===== config.mk =====
export PLATFORM = sky130hd
export DESIGN_NAME = fetch_sequencer_flat
export DESIGN_NICKNAME = d
export VERILOG_FILES = /design/src/rtl/cpu_pkg.sv /design/src/rtl/fetch_sequencer_if.sv /design/src/rtl/fetch_queue.sv /design/src/rtl/fetch_sequencer.sv /design/src/flat_wrapper.sv
export SDC_FILE = /design/constraint.sdc
export NUM_CORES = 1
export LEC_CHECK = 0
export CORE_MARGIN = 4
export CORE_UTILIZATION = 24
export DETAILED_ROUTE_END_ITERATION = 12
export GPL_TIMING_DRIVEN = 0
export PLACE_DENSITY_LB_ADDON = 0.2
export SLEW_MARGIN = 20
export SYNTH_ARGS = -nofsm -noshare
export SYNTH_HDL_FRONTEND = slang
export SYNTH_SLANG_ARGS = --single-unit

===== constraint.sdc =====
create_clock -name clk -period 3.85 [get_ports clk]
set_input_delay 0.77 -clock clk [delete_from_list [all_inputs] [get_ports clk]]
set_output_delay 0.77 -clock clk [all_outputs]
set_load 0.02 [all_outputs]

===== src/rtl/cpu_pkg.sv =====
// Shared fetch-stage types and constants.
package cpu_pkg;

  localparam int WIDTH = 32;

  // Canonical RISC-V no-op (addi x0, x0, 0).
  localparam logic [WIDTH-1:0] NOP = 32'h0000_0013;

  typedef enum logic [1:0] {
    IDLE = 2'd0,
    RUN  = 2'd1,
    HALT = 2'd2
  } fetch_state_t;

  typedef struct packed {
    logic [WIDTH-1:0] pc;
    logic [WIDTH-1:0] instr;
  } fetch_entry_t;

endpackage


===== src/rtl/fetch_sequencer_if.sv =====
// Fetch-stage bus: instruction memory read port, branch redirect and
// the decode handshake.
//
// Handshake: id_valid/id_instr/id_pc are driven by fetch and describe
// the queue head; an entry transfers on a rising edge where id_valid
// and id_ready are both high. id_valid never waits on id_ready, and the
// head payload is stable while id_valid is high and not yet accepted.
// A redirect in the same cycle cancels the transfer.
interface fetch_sequencer_if #(
  parameter int WIDTH = 32
);
  logic [WIDTH-1:0] imem_addr;
  logic [WIDTH-1:0] imem_rdata;
  logic             redirect_valid;
  logic [WIDTH-1:0] redirect_pc;
  logic             id_valid;
  logic             id_ready;
  logic [WIDTH-1:0] id_instr;
  logic [WIDTH-1:0] id_pc;

  modport master (
    output imem_addr,
    input  imem_rdata,
    input  redirect_valid,
    input  redirect_pc,
    output id_valid,
    input  id_ready,
    output id_instr,
    output id_pc
  );

  modport slave (
    input  imem_addr,
    output imem_rdata,
    output redirect_valid,
    output redirect_pc,
    input  id_valid,
    output id_ready,
    input  id_instr,
    input  id_pc
  );
endinterface


===== src/rtl/fetch_queue.sv =====
// Two-entry fetch queue. The head is held in output registers so that
// decode sees registered values; the head keeps its last value when the
// queue is empty or flushed.
module fetch_queue #(
  parameter int WIDTH = 32
) (
  input  logic             clk,
  input  logic             rst_n,
  input  logic             push,
  input  logic [WIDTH-1:0] push_pc,
  input  logic [WIDTH-1:0] push_instr,
  input  logic             pop,
  input  logic             flush,
  output logic [1:0]       count,
  output logic             head_valid,
  output logic [WIDTH-1:0] head_pc,
  output logic [WIDTH-1:0] head_instr
);

  logic [WIDTH-1:0] pc_mem    [2];
  logic [WIDTH-1:0] instr_mem [2];
  logic             rptr;
  logic             wptr;
  logic [1:0]       count_q;
  logic             pop_eff;
  logic             push_eff;
  logic             rptr_next;
  logic [1:0]       count_next;
  logic [WIDTH-1:0] head_pc_next;
  logic [WIDTH-1:0] head_instr_next;

  // Effective push/pop and the entry that will sit at the head next cycle;
  // it is the word being written now when the queue would otherwise drain.
  always_comb begin
    pop_eff    = pop & (count_q != 2'd0) & ~flush;
    push_eff   = push & ~flush;
    rptr_next  = rptr ^ pop_eff;
    count_next = count_q + {1'b0, push_eff} - {1'b0, pop_eff};
    if (push_eff && (rptr_next == wptr)) begin
      head_pc_next    = push_pc;
      head_instr_next = push_instr;
    end else begin
      head_pc_next    = pc_mem[rptr_next];
      head_instr_next = instr_mem[rptr_next];
    end
  end

  // Storage slots; contents are only meaningful under count.
  always_ff @(posedge clk) begin
    if (push_eff) begin
      pc_mem[wptr]    <= push_pc;
      instr_mem[wptr] <= push_instr;
    end
  end

  // Pointers, occupancy and registered head.
  always_ff @(posedge clk or negedge rst_n) begin
    if (!rst_n) begin
      rptr       <= 1'b0;
      wptr       <= 1'b0;
      count_q    <= 2'd0;
      head_valid <= 1'b0;
      head_pc    <= '0;
      head_instr <= '0;
    end else if (flush) begin
      rptr       <= 1'b0;
      wptr       <= 1'b0;
      count_q    <= 2'd0;
      head_valid <= 1'b0;
    end else begin
      rptr       <= rptr_next;
      wptr       <= wptr ^ push_eff;
      count_q    <= count_next;
      head_valid <= (count_next != 2'd0);
      if (count_next != 2'd0) begin
        head_pc    <= head_pc_next;
        head_instr <= head_instr_next;
      end
    end
  end

  assign count = count_q;

endmodule


===== src/rtl/fetch_sequencer.sv =====
// Instruction fetch sequencer: owns the PC, reads instruction memory
// combinationally, queues {pc, instr} pairs for decode, and handles
// start-up, branch redirects and running off the end of memory.
module fetch_sequencer
  import cpu_pkg::*;
#(
  parameter int               WIDTH    = cpu_pkg::WIDTH,
  parameter int               DEPTH    = 512,
  parameter logic [WIDTH-1:0] RESET_PC = '0
) (
  input  logic              clk,
  input  logic              rst_n,
  input  logic              start,
  fetch_sequencer_if.master bus,
  output logic              halted,
  output fetch_state_t      state_dbg
);

  localparam logic [WIDTH-1:0] DEPTH_W = WIDTH'(DEPTH);

  fetch_state_t     state;
  fetch_state_t     state_next;
  logic [WIDTH-1:0] pc;
  logic [WIDTH-1:0] pc_next;
  logic [WIDTH-1:0] pc_plus1;
  logic             redirect;
  logic             pop;
  logic             fetch;
  logic             flush;
  logic             q_valid;
  logic [1:0]       q_count;
  logic [WIDTH-1:0] q_pc;
  logic [WIDTH-1:0] q_instr;

  assign pc_plus1 = pc + WIDTH'(1);
  assign pop      = q_valid & bus.id_ready;
  assign redirect = bus.redirect_valid & (state != IDLE);

  // Next state, next PC and fetch enable; a redirect overrides everything.
  always_comb begin
    state_next = state;
    pc_next    = pc;
    fetch      = 1'b0;
    flush      = 1'b0;
    if (redirect) begin
      flush      = 1'b1;
      pc_next    = bus.redirect_pc;
      state_next = (bus.redirect_pc < DEPTH_W) ? RUN : HALT;
    end else begin
      case (state)
        IDLE: begin
          if (start) state_next = RUN;
        end
        RUN: begin
          if (pc >= DEPTH_W) begin
            // Only reachable with RESET_PC outside memory.
            state_next = HALT;
          end else if ((q_count < 2'd2) || pop) begin
            fetch   = 1'b1;
            pc_next = pc_plus1;
            if (pc_plus1 >= DEPTH_W) state_next = HALT;
          end
        end
        HALT: begin
          state_next = HALT;
        end
        default: begin
          state_next = IDLE;
        end
      endcase
    end
  end

  // State and PC registers.
  always_ff @(posedge clk or negedge rst_n) begin
    if (!rst_n) begin
      state <= IDLE;
      pc    <= RESET_PC;
    end else begin
      state <= state_next;
      pc    <= pc_next;
    end
  end

  fetch_queue #(
    .WIDTH(WIDTH)
  ) u_queue (
    .clk        (clk),
    .rst_n      (rst_n),
    .push       (fetch),
    .push_pc    (pc),
    .push_instr (bus.imem_rdata),
    .pop        (pop),
    .flush      (flush),
    .count      (q_count),
    .head_valid (q_valid),
    .head_pc    (q_pc),
    .head_instr (q_instr)
  );

  assign bus.imem_addr = pc;
  assign bus.id_valid  = q_valid;
  assign bus.id_pc     = q_pc;
  assign bus.id_instr  = q_instr;
  assign halted        = (state == HALT);
  assign state_dbg     = state;

endmodule


===== src/flat_wrapper.sv =====
// flat-port wrapper written by rule: the top's interface ports become plain ports
module fetch_sequencer_flat import cpu_pkg::*;
#(
  parameter int               WIDTH    = cpu_pkg::WIDTH,
  parameter int               DEPTH    = 512,
  parameter logic [WIDTH-1:0] RESET_PC = '0
)
  (clk, rst_n, start, halted, state_dbg, bus_imem_addr, bus_imem_rdata, bus_redirect_valid, bus_redirect_pc, bus_id_valid, bus_id_ready, bus_id_instr, bus_id_pc);
  fetch_sequencer_if #(.WIDTH(WIDTH)) bus_i ();
  input  logic clk;
  input  logic rst_n;
  input  logic start;
  output logic halted;
  output fetch_state_t state_dbg;
  output wire logic [$bits(bus_i.imem_addr)-1:0] bus_imem_addr;
  input wire logic [$bits(bus_i.imem_rdata)-1:0] bus_imem_rdata;
  input wire logic [$bits(bus_i.redirect_valid)-1:0] bus_redirect_valid;
  input wire logic [$bits(bus_i.redirect_pc)-1:0] bus_redirect_pc;
  output wire logic [$bits(bus_i.id_valid)-1:0] bus_id_valid;
  input wire logic [$bits(bus_i.id_ready)-1:0] bus_id_ready;
  output wire logic [$bits(bus_i.id_instr)-1:0] bus_id_instr;
  output wire logic [$bits(bus_i.id_pc)-1:0] bus_id_pc;
  assign bus_imem_addr = bus_i.imem_addr;
  assign bus_i.imem_rdata = bus_imem_rdata;
  assign bus_i.redirect_valid = bus_redirect_valid;
  assign bus_i.redirect_pc = bus_redirect_pc;
  assign bus_id_valid = bus_i.id_valid;
  assign bus_i.id_ready = bus_id_ready;
  assign bus_id_instr = bus_i.id_instr;
  assign bus_id_pc = bus_i.id_pc;
  fetch_sequencer #(.WIDTH(WIDTH), .DEPTH(DEPTH), .RESET_PC(RESET_PC)) u_core (.clk(clk), .rst_n(rst_n), .start(start), .bus(bus_i), .halted(halted), .state_dbg(state_dbg));
endmodule

=== After elaboration in Yosys (flattened, before gate mapping) ===
Memories as Yosys holds them, arrays and structs flattened. A register that Yosys moved wholly into a read port is not among the register bits.
Cells that the tools add are included.

* Memory bits (writable): 128
* Output and inout port bits: 100
* Logic and storage cells: 63
* Register bits after elaboration: 39
* Memories: 2
* Input port bits: 69

{| class="wikitable"
|+ Memory list
! name !! depth !! bits a word !! rd ports !! clocked after Yosys merged registers in !! write ports !! line !! source
|-
| u_core.u_queue.instr_mem || 2 || 32 || 1 || 1 || 1 || fetch_queue.sv:21 || <nowiki>logic [WIDTH-1:0] instr_mem [2];</nowiki>
|-
| u_core.u_queue.pc_mem || 2 || 32 || 1 || 1 || 1 || fetch_queue.sv:20 || <nowiki>logic [WIDTH-1:0] pc_mem [2];</nowiki>
|}

* Order comparisons: 4
* Add/sub/neg operators: 3
* Eq/ne operators: 6
* Multiplexer cells: 22
* Reductions and logical operators: 12
* Bitwise operators: 8

{| class="wikitable"
|+ Operators by type and width
! operator !! count
|-
| 2-to-1 mux 32 bit || 4
|-
| greater-or-equal comparator 32 x 10 -> 1 bit, second input constant || 2
|-
| adder 32 x 1 -> 32 bit, second input constant || 1
|-
| less-than comparator 32 x 10 -> 1 bit, second input constant || 1
|-
| 2-to-1 mux 2 bit || 7
|-
| 2-to-1 mux 1 bit || 10
|-
| nonzero test 2 bit || 5
|-
| inequality test 4 x 1 -> 1 bit, second input constant || 2
|-
| case mux 2 bit (3 select lines) || 1
|-
| AND reduction 3 bit || 2
|-
| AND 1 bit || 5
|-
| inequality test 3 x 2 -> 1 bit, second input constant || 1
|-
| adder 2 x 1 -> 2 bit || 1
|-
| equality test 2 x 1 -> 1 bit, second input constant || 1
|-
| equality test 2 bit, second input constant || 1
|-
| logical NOT 1 bit || 2
|-
| logical NOT 2 bit || 1
|-
| less-than comparator 2 bit, second input constant || 1
|-
| inequality test 2 x 1 -> 1 bit, second input constant || 1
|-
| AND reduction 2 bit || 1
|-
| subtractor 2 x 1 -> 2 bit || 1
|-
| XOR 1 bit || 2
|-
| logical OR 1 bit || 1
|-
| inverter 1 bit || 1
|}

=== Longest topological paths before layout ===
Gate-level depths: netlist of run 1.

* Depth after elaboration: 11
* Depth in mapped cells: 15
* Mapped depth without buffers: 13

=== Modules after synthesis ===
A second synthesis of run 1 with hierarchy kept.

* Cells, all modules: 759
* Area total of the unflattened synthesis: 10251.1 um2

{| class="wikitable"
|+ By module, submodules not included
! module !! cells each !! area an instance (um2) !! seq. area each (um2) !! instances
|-
| fetch_queue || 527 || 8232.9 || 5570.3 || 1
|-
| fetch_sequencer || 232 || 2018.2 || 850.8 || 1
|}

=== Worst setup path after synthesis of run 1 ===
No wires, ideal clock.

* Path type: flip-flop to flip-flop
* From: register u_core.state[1] (netlist: u_core.state_dbg[1])
* To: memory u_core.u_queue.instr_mem[0][0], enable pin
* Setup time: 429 ps
* Stages on the path, launching flop included: 8
* Setup slack: 54 ps
* Clock period less this slack: 3796 ps
* Arrival: 3367 ps
* Data required time: 3421 ps
* Path buffers: 0
* Path through: dfrtp_1 inv_1 ha_1 nor4b_1 nand4_1 or4_1 inv_1 ha_1

* Cells in the longest elaborated chain, start to end: 7
* Elaborated cells between the ends (all ways): 10
* Classes of those cells: eq/ne (1); mux (5); bitwise (3); reduce/logical (1)

{| class="wikitable"
|+ RTL lines
! item !! line !! source
|-
| start: declaration || fetch_sequencer.sv:21 || <nowiki>fetch_state_t state;</nowiki>
|-
| start signal: assignment || fetch_sequencer.sv:80 || <nowiki>state <= state_next;</nowiki>
|-
| nonzero test 2 bit || fetch_sequencer.sv:37 || <nowiki>assign redirect = bus.redirect_valid & (state != IDLE);</nowiki>
|-
| AND 1 bit || fetch_sequencer.sv:37 ||
|-
| 2-to-1 mux 1 bit || fetch_sequencer.sv:45 || <nowiki>if (redirect) begin</nowiki>
|-
| inverter 1 bit (no line) || n/a ||
|-
| AND 1 bit (*) || fetch_queue.sv:36 || <nowiki>push_eff = push & ~flush;</nowiki>
|-
| 2-to-1 mux 1 bit (*) || fetch_queue.sv:50 || <nowiki>if (push_eff) begin</nowiki>
|-
| 2-to-1 mux 1 bit (implied by the code) (*) || fetch_queue.sv:52 || <nowiki>instr_mem[wptr] <= push_instr;</nowiki>
|-
| end: declaration || fetch_queue.sv:21 ||
|}

Mark *: on every way between the ends. The rest lies on a longest branch, timed or not.

=== Final worst setup path of run 1 ===
* From: register u_core.state[1] (netlist: u_core.state_dbg[1])
* To: register u_core.u_queue.head_instr[5] (read register of u_core.u_queue.instr_mem)

* Cells in the longest elaborated chain, start to end: 9
* Elaborated cells between the ends (all ways): 14
* Classes of those cells: add/sub (2); eq/ne (1); mux (3); bitwise (5); reduce/logical (3)

{| class="wikitable"
|+ RTL lines
! item !! line !! source
|-
| nonzero test 2 bit || fetch_sequencer.sv:37 ||
|-
| AND 1 bit || fetch_sequencer.sv:37 ||
|-
| 2-to-1 mux 1 bit || fetch_sequencer.sv:45 ||
|-
| inverter 1 bit (no line) || n/a ||
|-
| AND 1 bit || fetch_queue.sv:36 ||
|-
| adder 2 x 1 -> 2 bit || fetch_queue.sv:38 || <nowiki>count_next = count_q + {1'b0, push_eff} - {1'b0, pop_eff};</nowiki>
|-
| subtractor 2 x 1 -> 2 bit || fetch_queue.sv:38 ||
|-
| nonzero test 2 bit || fetch_queue.sv:75 || <nowiki>if (count_next != 2'd0) begin</nowiki>
|-
| AND reduction 2 bit (no line) || n/a ||
|-
| end: declaration || fetch_queue.sv:17 || <nowiki>output logic [WIDTH-1:0] head_instr</nowiki>
|}

Parallel ways exist; a longest one is shown, timed or not.
A chain may end at the register's enable or synchronous reset.

==> results of run 1 <==
## timing repair
item,CTS,global route
gates resized for setup,18,31
setup endpoints to repair,65,65
buffers inserted,3,1
pin swaps,2,2
## state kept, by name, indices dropped and copies added, names as in the netlist
name,flops
u_core.u_queue.head_pc,32
u_core.u_queue.rptr,1
u_core.state_dbg,2
u_core.bus.imem_addr,32
u_core.u_queue.wptr,1
u_core.u_queue.pc_mem,64
u_core.u_queue.head_instr,32
u_core.u_queue.instr_mem,64
u_core.u_queue.head_valid,1
u_core.u_queue.count,2
## per-layer routing
metal / wire [um] / vias to the layer above / part of all wire (%) / track usage (%)
met3: 1510 / 34 / 4.9 / 2.36
met5: 13 / - / 0.042 / 0
met1: 14400 / 3472 / 47 / 19.7
met4: 413 / 2 / 1.3 / 2.55
met2: 14400 / 180 / 47 / 22.1
li1: - / 3221 / - / -
## layout by cell type (no fill, tap or decap), types with 6 or more instances in the layout
master / n
inv_1: 9
nor4_1: 18
mux2i_1: 24
o31ai_1: 23
nand2_1: 148
buf_6: 9
clkbuf_16: 28
buf_2: 8
clkbuf_1: 31
ha_1: 7
clkbuf_4: 8
nor2_1: 9
o21ai_0: 10
edfxtp_1: 128
a21oi_1: 45
a31oi_2: 8
buf_4: 6
xnor2_1: 8
dfrtp_1: 103
clkinv_2: 6
clkdlybuf4s50_1: 167
a31oi_1: 33
o41ai_2: 7
o41ai_1: 34
nand2b_1: 42
## report_power, final
| group | internal [W] | switching (W) | total (W) |
|---|---|---|---|
| logic | 0.00110 | 0.00116 | 0.00226 |
| registers | 0.00307 | 0.000510 | 0.00358 |
| clock network | 0.00144 | 0.00101 | 0.00245 |
| total | 0.00562 | 0.00268 | 0.00829 |
## logic make-up (layout without fill, tap and decap cells)
kind of cell    Yosys count  in the layout  synth area share (%)
simple gates            250            250                  12.4
flops                   231            231                  67.3
compound gates          169            169                  12.4
buf+inv                  63            287                  3.03
mux                      24             24                  2.52
xor+xnor                 10             10                  1.22
fa+ha+maj                 9              9                  1.18
## worst max-delay path: stages (launching register included)
cell	delay, ns
dfrtp_1	0.40
inv_1	0.10
ha_1	0.21
nor4b_2	0.20
nand4_1	0.20
or4_1	0.59
ha_1	0.29
inv_1	0.04
ha_1	0.19
xor3_1	0.25
o21ai_4	0.11
buf_6	0.22
clkbuf_4	0.21
o41ai_1	0.41
a31oi_1	0.07
## per-stage QoR
stage	setup WS [ns]	setup TNS, ns	instances	instance area (um2)	hold slack [ns]
2_1_floorplan	0.0540	0	756	9550	0.474
3_3_place_gp	-2.88	-632.16	1442	11900	0.462
3_5_place_dp	-1.37	-77.52	1445	12000	0.471
4_1_cts	0.00294	0	1498	12900	0.184
5_1_grt	-0.0283	-0.177	1498	13000	0.192
6_report	0.235	0	1498	13000	0.170
## layout make-up
class                           count  area, um2  share of cell area, %
Buffer                             51        297                   2.28
Clock buffer                       40        766                   5.89
Clock inverter                     12       91.3                  0.703
Inverter                            9       33.8                  0.260
Multi-Input combinational cell    462       2940                   22.6
Sequential cell                   231       6420                   49.4
Tap cell                          518        648                   4.99
Timing Repair Buffer              175       1800                   13.8
## final timing paths
path                                                 endpoint  slack, ns  cells past startpoint
worst max register to register   u_core.u_queue.head_instr[5]       0.23                     14
max in group asynchronous       u_core.u_queue.head_instr[13]       2.95                      2
worst min-delay path                 u_core.bus.imem_addr[19]       0.17                      1
worst min register to register     u_core.u_queue.head_pc[27]       0.47                      2
min in group clk                   u_core.u_queue.head_pc[27]       0.47                      2
worst max-delay path             u_core.u_queue.head_instr[5]       0.23                     14
==> results by group, run 1 <==
Timing
  – Worst-Margin Slew: 0.698 ns
  – Worst clock skew: 0.0170 ns
  – Relative slew slack: 53.4%
  – Final setup viols: 0
  – Final Max Slew Viols: 0
  – Fin. Hold Viols: 0
  – Fmax: 0.277 GHz
  – RSZ-0062 raised after global routing: yes
  – Fin crit share: 93.9%
  – Period minus WS final: 3.62 ns

Yosys
  – Most frequent cells after synthesis: nand2_1, edfxtp_1, dfrtp_1
  – Synth cell types: 44
  – Synth Net Count: 834
  – Syn_area_per_cell: 12.6 um2
  – Most common cell in the netlist: nand2_1
  – Synth Warn #: 0
  – Number of flops mapped to enable cells by yosys: 128
  – Fraction of registers with async set/reset: 44.6%
  – Ys flop type: edfxtp_1
  – Cells after Synth: 756
  – Seq/Total Area, Yosys: 67.3%
  – Synth area leader: edfxtp_1
  – Yosys top cell area share: 40.3%
  – Synth area leaders: edfxtp_1, dfrtp_1, nand2_1
  – Synthesized flop and latch total: 231
  – Mapped cell area: 9550 um2

Floorplanning
  – Die Y: 207 um
  – Die area: 43000 um2
  – Initial Utilization: 24.5%
  – Std-Cell Rows: 72
  – Die width: 207 um
  – I/O pin count: 169
  – Core region area: 39000 um2

CTS
  – CTS max path bufs: 3
  – Worst skew pair latency: 0.54 ns
  – CTS tree: done
  – Htree depth: 1
  – Cts bufs inserted: 28
  – Hold_buf cts: 0
  – Worst-path clk slew: 0.06 ns
  – Root buffer cell: clkbuf_16
  – Clock Sinks: 231

Setup path
  – Crit Path Max Fanout: 14
  – Setup crit end kind: register
  – Crit path DAT: 4.02 ns
  – Startpoint of the worst register-to-register path: u_core.state_dbg[1]
  – Startpoint types: register
  – CP required: 4.26 ns
  – Critical path origin: u_core.state_dbg[1]
  – Critical path class: register to register

Hold path
  – HP Class: input port to async pin

Global route
  – Largest net degree at the start of global routing: 60
  – Via count of the first global-routing pass: 6999
  – Global Route Usage Sum: 13.7%
  – Initial antenna violation count: 2
  – First-pass GRT wire length: 46.3 mm
  – Gr ovfl total: 0

Routing
  – Via count: 6909
  – Remaining antenna violation count: 0
  – Routed WL per cell: 20.5 um
  – Post-Route WL: 30.7 mm
  – Via-per-instance ratio: 4.61
  – Drt initial violations: 527
  – Remaining DRCs: 0
  – First-pass DRT Iterations: 5

Layout
  – Proportion of layout cells with a drive suffix above 1: 9.90%
  – Final nets: 1036
  – Final Util: 33.3%
  – # fillers: 3882
  – Area grow syn2layout: 36.2%
  – Diode count: 0

Power
  – Leakage: 5.09 nW
  – Tot Pwr: 0.00829 W
  – Maximum vdd drop: 0.321 mV
  – Power per cell area: 638 nW/um2

Place
  – Buffers added on ports: 168
  – Post-DP HPWL: 20.9 mm
  – Final weighted congestion in routability-driven placement: 0.811

Run status
  – Status: completed

Job
  – Max cap viols: 0
Note: power is estimated with default switching activity, not from simulation.
==> run 2, diff against run 1 <==
--- a/config.mk
+++ b/config.mk
@@ -8,7 +8,6 @@
 export CORE_MARGIN = 4
 export CORE_UTILIZATION = 24
 export DETAILED_ROUTE_END_ITERATION = 12
-export GPL_TIMING_DRIVEN = 0
 export PLACE_DENSITY_LB_ADDON = 0.2
 export SLEW_MARGIN = 20
 export SYNTH_ARGS = -nofsm -noshare
==> run 2 against run 1 <==
Via count fell by 3.7%. First-iteration DRC count fell by 35%. Combinational power rose by 8%. Die area did not move. Critical path type unchanged. Clock skew fell by 0.0041 ns. Sequential share of layout area rose by 0.54 points. Power fell by 1.1%. Critical endpoint is now u_core.u_queue.head_instr[12]. Count of clock-buffer cells in the layout fell by 6. Highest routed layer is now met4. Final cell count fell by 1.5%. Global-route usage fell by 0.94 points.
==> results by group, run 2 (synthesis gave the netlist of run 1 again) <==
Power
  – Switching power: 0.00265 W (was 0.00268 W)
  – Maximum vdd drop: 0.314 mV (was 0.321 mV)
  – Combinational fraction of design power: 29.8% (was 27.3%)
  – Sw Ratio: 32.3% (about the same)
  – Seq pwr share: 42.1% (was 43.2%)
  – Power per cell area: 638 nW/um2 (about the same)
  – Tot Pwr: 0.00820 W (was 0.00829 W)
  – Internal: 0.00555 W (was 0.00562 W)
  – Leakage: 5.07 nW (was 5.09 nW)
  – Clk pwr share: 28.1% (was 29.5%)

Routing
  – Remaining DRCs: 0 (unchanged)
  – Via-per-instance ratio: 4.51 (was 4.61)
  – Drt initial violations: 345 (was 527)
  – First-pass DRT Iterations: 4 (was 5)
  – Via count: 6654 (was 6909)
  – Routed WL per cell: 19.3 um (was 20.5 um)
  – Post-Route WL: 28.4 mm (was 30.7 mm)
  – Remaining antenna violation count: 0 (unchanged)

Setup path
  – Reg-to-reg endpoint: u_core.u_queue.head_instr[12] (was u_core.u_queue.head_instr[5])
  – CP required: 4.22 ns (was 4.26 ns)
  – Startpoint types: register (unchanged)
  – Crit Path Max Fanout: 69 (was 14)
  – Worst setup path endpoint: u_core.u_queue.head_instr[12] (was u_core.u_queue.head_instr[5])
  – Startpoint of the worst register-to-register path: u_core.state_dbg[1] (unchanged)
  – Worst Reg-to-Reg Cells: 13 (was 14)
  – Setup crit end kind: register (unchanged)
  – Critical path class: register to register (unchanged)
  – Crit path DAT: 3.89 ns (was 4.02 ns)
  – Flop2flop setup slack: 0.33 ns (was 0.23 ns)
  – Critical path origin: u_core.state_dbg[1] (unchanged)

CTS
  – Worst skew pair latency: 0.52 ns (was 0.54 ns)
  – Cts bufs inserted: 27 (was 28)
  – Post_cts resized: 0 (was 18)
  – CTS max path bufs: 3 (unchanged)
  – Hold_buf cts: 0 (unchanged)
  – Root buffer cell: clkbuf_16 (unchanged)
  – Clock Sinks: 231 (unchanged)
  – Worst-path clk slew: 0.06 ns (about the same)
  – Htree depth: 1 (unchanged)
  – Post-CTS Setup Repair Bufs: 0 (was 3)
  – CTS tree: done (unchanged)

Global route
  – Via count of the first global-routing pass: 6783 (was 6999)
  – Initial antenna violation count: 0 (was 2)
  – First-pass GRT wire length: 43.4 mm (was 46.3 mm)
  – Gr ovfl total: 0 (unchanged)
  – Global Route Usage Sum: 12.8% (was 13.7%)
  – Largest net degree at the start of global routing: 70 (was 60)

Layout
  – Commonest non-fill, non-tap cells in the layout: clkdlybuf4s50_1, nand2_1, edfxtp_1 (unchanged)
  – Diode count: 0 (unchanged)
  – Proportion of layout cells with a drive suffix above 1: 9.72% (was 9.90%)
  – Most common cell after layout, fill and taps aside: clkdlybuf4s50_1 (unchanged)
  – Final nets: 1016 (was 1036)
  – Biggest regs: u_core.u_queue.instr_mem (64), u_core.u_queue.pc_mem (64) (unchanged)
  – Area grow syn2layout: 34.7% (was 36.2%)

Job
  – Max cap viols: 0 (unchanged)

Place
  – Final weighted congestion in routability-driven placement: 0.788 (was 0.811)
  – Post-DP HPWL: 18.4 mm (was 20.9 mm)
  – Buffers added on ports: 168 (unchanged)

Floorplanning
  – Die width: 207 um (unchanged)
  – I/O pin count: 169 (unchanged)
  – Std-Cell Rows: 72 (unchanged)
  – Initial Utilization: 24.5% (unchanged)
  – Die Y: 207 um (unchanged)
  – Core region area: 39000 um2 (unchanged)
  – Die area: 43000 um2 (unchanged)

Timing
  – Fmax: 0.284 GHz (was 0.277 GHz)
  – Fin crit share: 91.3% (was 93.9%)
  – RSZ-0062 raised after global routing: no (was yes)
  – Fin. Hold Viols: 0 (unchanged)
  – Final setup viols: 0 (unchanged)
  – Setup TNS: 0 ns (unchanged)
  – Relative slew slack: 59.1% (was 53.4%)
  – Worst clock skew: 0.0129 ns (was 0.0170 ns)
  – Final Max Slew Viols: 0 (unchanged)
  – Period minus WS final: 3.52 ns (was 3.62 ns)
  – Worst-Margin Slew: 0.613 ns (was 0.698 ns)

Hold path
  – HP Class: input port to async pin (unchanged)

Run status
  – Status: completed (unchanged)
## run 2: worst min path at each step
stage	to	start	cells after the start	slack [ns]
floorplan	u_core.bus.imem_addr[0]	rst_n	0	0.47
global placement	u_core.u_queue.head_pc[26]	u_core.u_queue.head_pc[26]	2	0.47
detailed placement	u_core.u_queue.head_pc[22]	u_core.u_queue.head_pc[22]	2	0.47
CTS	u_core.bus.imem_addr[16]	rst_n	1	0.21
global route	u_core.bus.imem_addr[19]	rst_n	1	0.23
finish	u_core.bus.imem_addr[16]	rst_n	1	0.21
## run 2: worst max-delay path, stage by stage, from the launching register on
cell	delay [ns]
dfrtp_1	0.40
inv_1	0.11
ha_1	0.21
nor4b_1	0.24
nand4_1	0.20
or4_1	0.59
ha_1	0.29
inv_1	0.04
ha_1	0.19
xor3_1	0.25
o21ai_4	0.10
buf_12	0.22
o41ai_1	0.43
a31oi_1	0.07
## run 2: area by class of cell
| cell class | count | area, um2 |
|---|---|---|
| inverter | 9 | 33.8 |
| tap | 518 | 648 |
| timing repair buffer | 207 | 2080 |
| fill | 3892 | 26200 |
| multi-input combinational | 462 | 2880 |
| sequential | 231 | 6420 |
| clock inverter | 14 | 62.6 |
| clock buffer | 34 | 722 |
## run 2: stage by stage
stage / std cells / utilization (%) / area, um2 / hold slack [ns] / worst slack (ns)
finish: 1475 / 33.0 / 12900 / 0.211 / 0.335
CTS: 1475 / 33.0 / 12900 / 0.209 / 0.305
global placement: 1427 / 30.9 / 12100 / 0.468 / 0.132
detailed placement: 1427 / 30.9 / 12100 / 0.474 / 0.0718
global route: 1475 / 33.0 / 12900 / 0.232 / 0.000224
floorplan: 756 / - / 9550 / 0.474 / 0.0540
## run 2: power groups by stage
| stage | clock [W] | sequential, W | combinational [W] |
|---|---|---|---|
| 5_1_grt | 0.00249 | 0.00352 | 0.00264 |
| 4_1_cts | 0.00239 | 0.00347 | 0.00249 |
| 6_report | 0.00230 | 0.00345 | 0.00244 |
| 3_3_place_gp | 0 | 0.00351 | 0.00247 |
| 2_1_floorplan | 0 | 0.00389 | 0.000685 |
| 3_5_place_dp | 0 | 0.00351 | 0.00247 |
## run 2: per-layer routing
| layer | wire [um] | part of all wire, % | global-route usage [%] |
|---|---|---|---|
| met1 | 13000 | 46 | 17.7 |
| met2 | 13700 | 48 | 21.2 |
| met3 | 1320 | 4.6 | 2.25 |
| met4 | 378 | 1.3 | 2.67 |
| met5 | 0 | 0 | 0 |
==> run 3, diff against run 2 <==
--- a/config.mk
+++ b/config.mk
@@ -8,6 +8,7 @@
 export CORE_MARGIN = 4
 export CORE_UTILIZATION = 24
 export DETAILED_ROUTE_END_ITERATION = 12
+export GPL_TIMING_DRIVEN = 0
 export PLACE_DENSITY_LB_ADDON = 0.2
 export SLEW_MARGIN = 20
 export SYNTH_ARGS = -nofsm -noshare
==> results of run 3 <==
The final DEF is identical to that of run 1; final timing and power are the same.
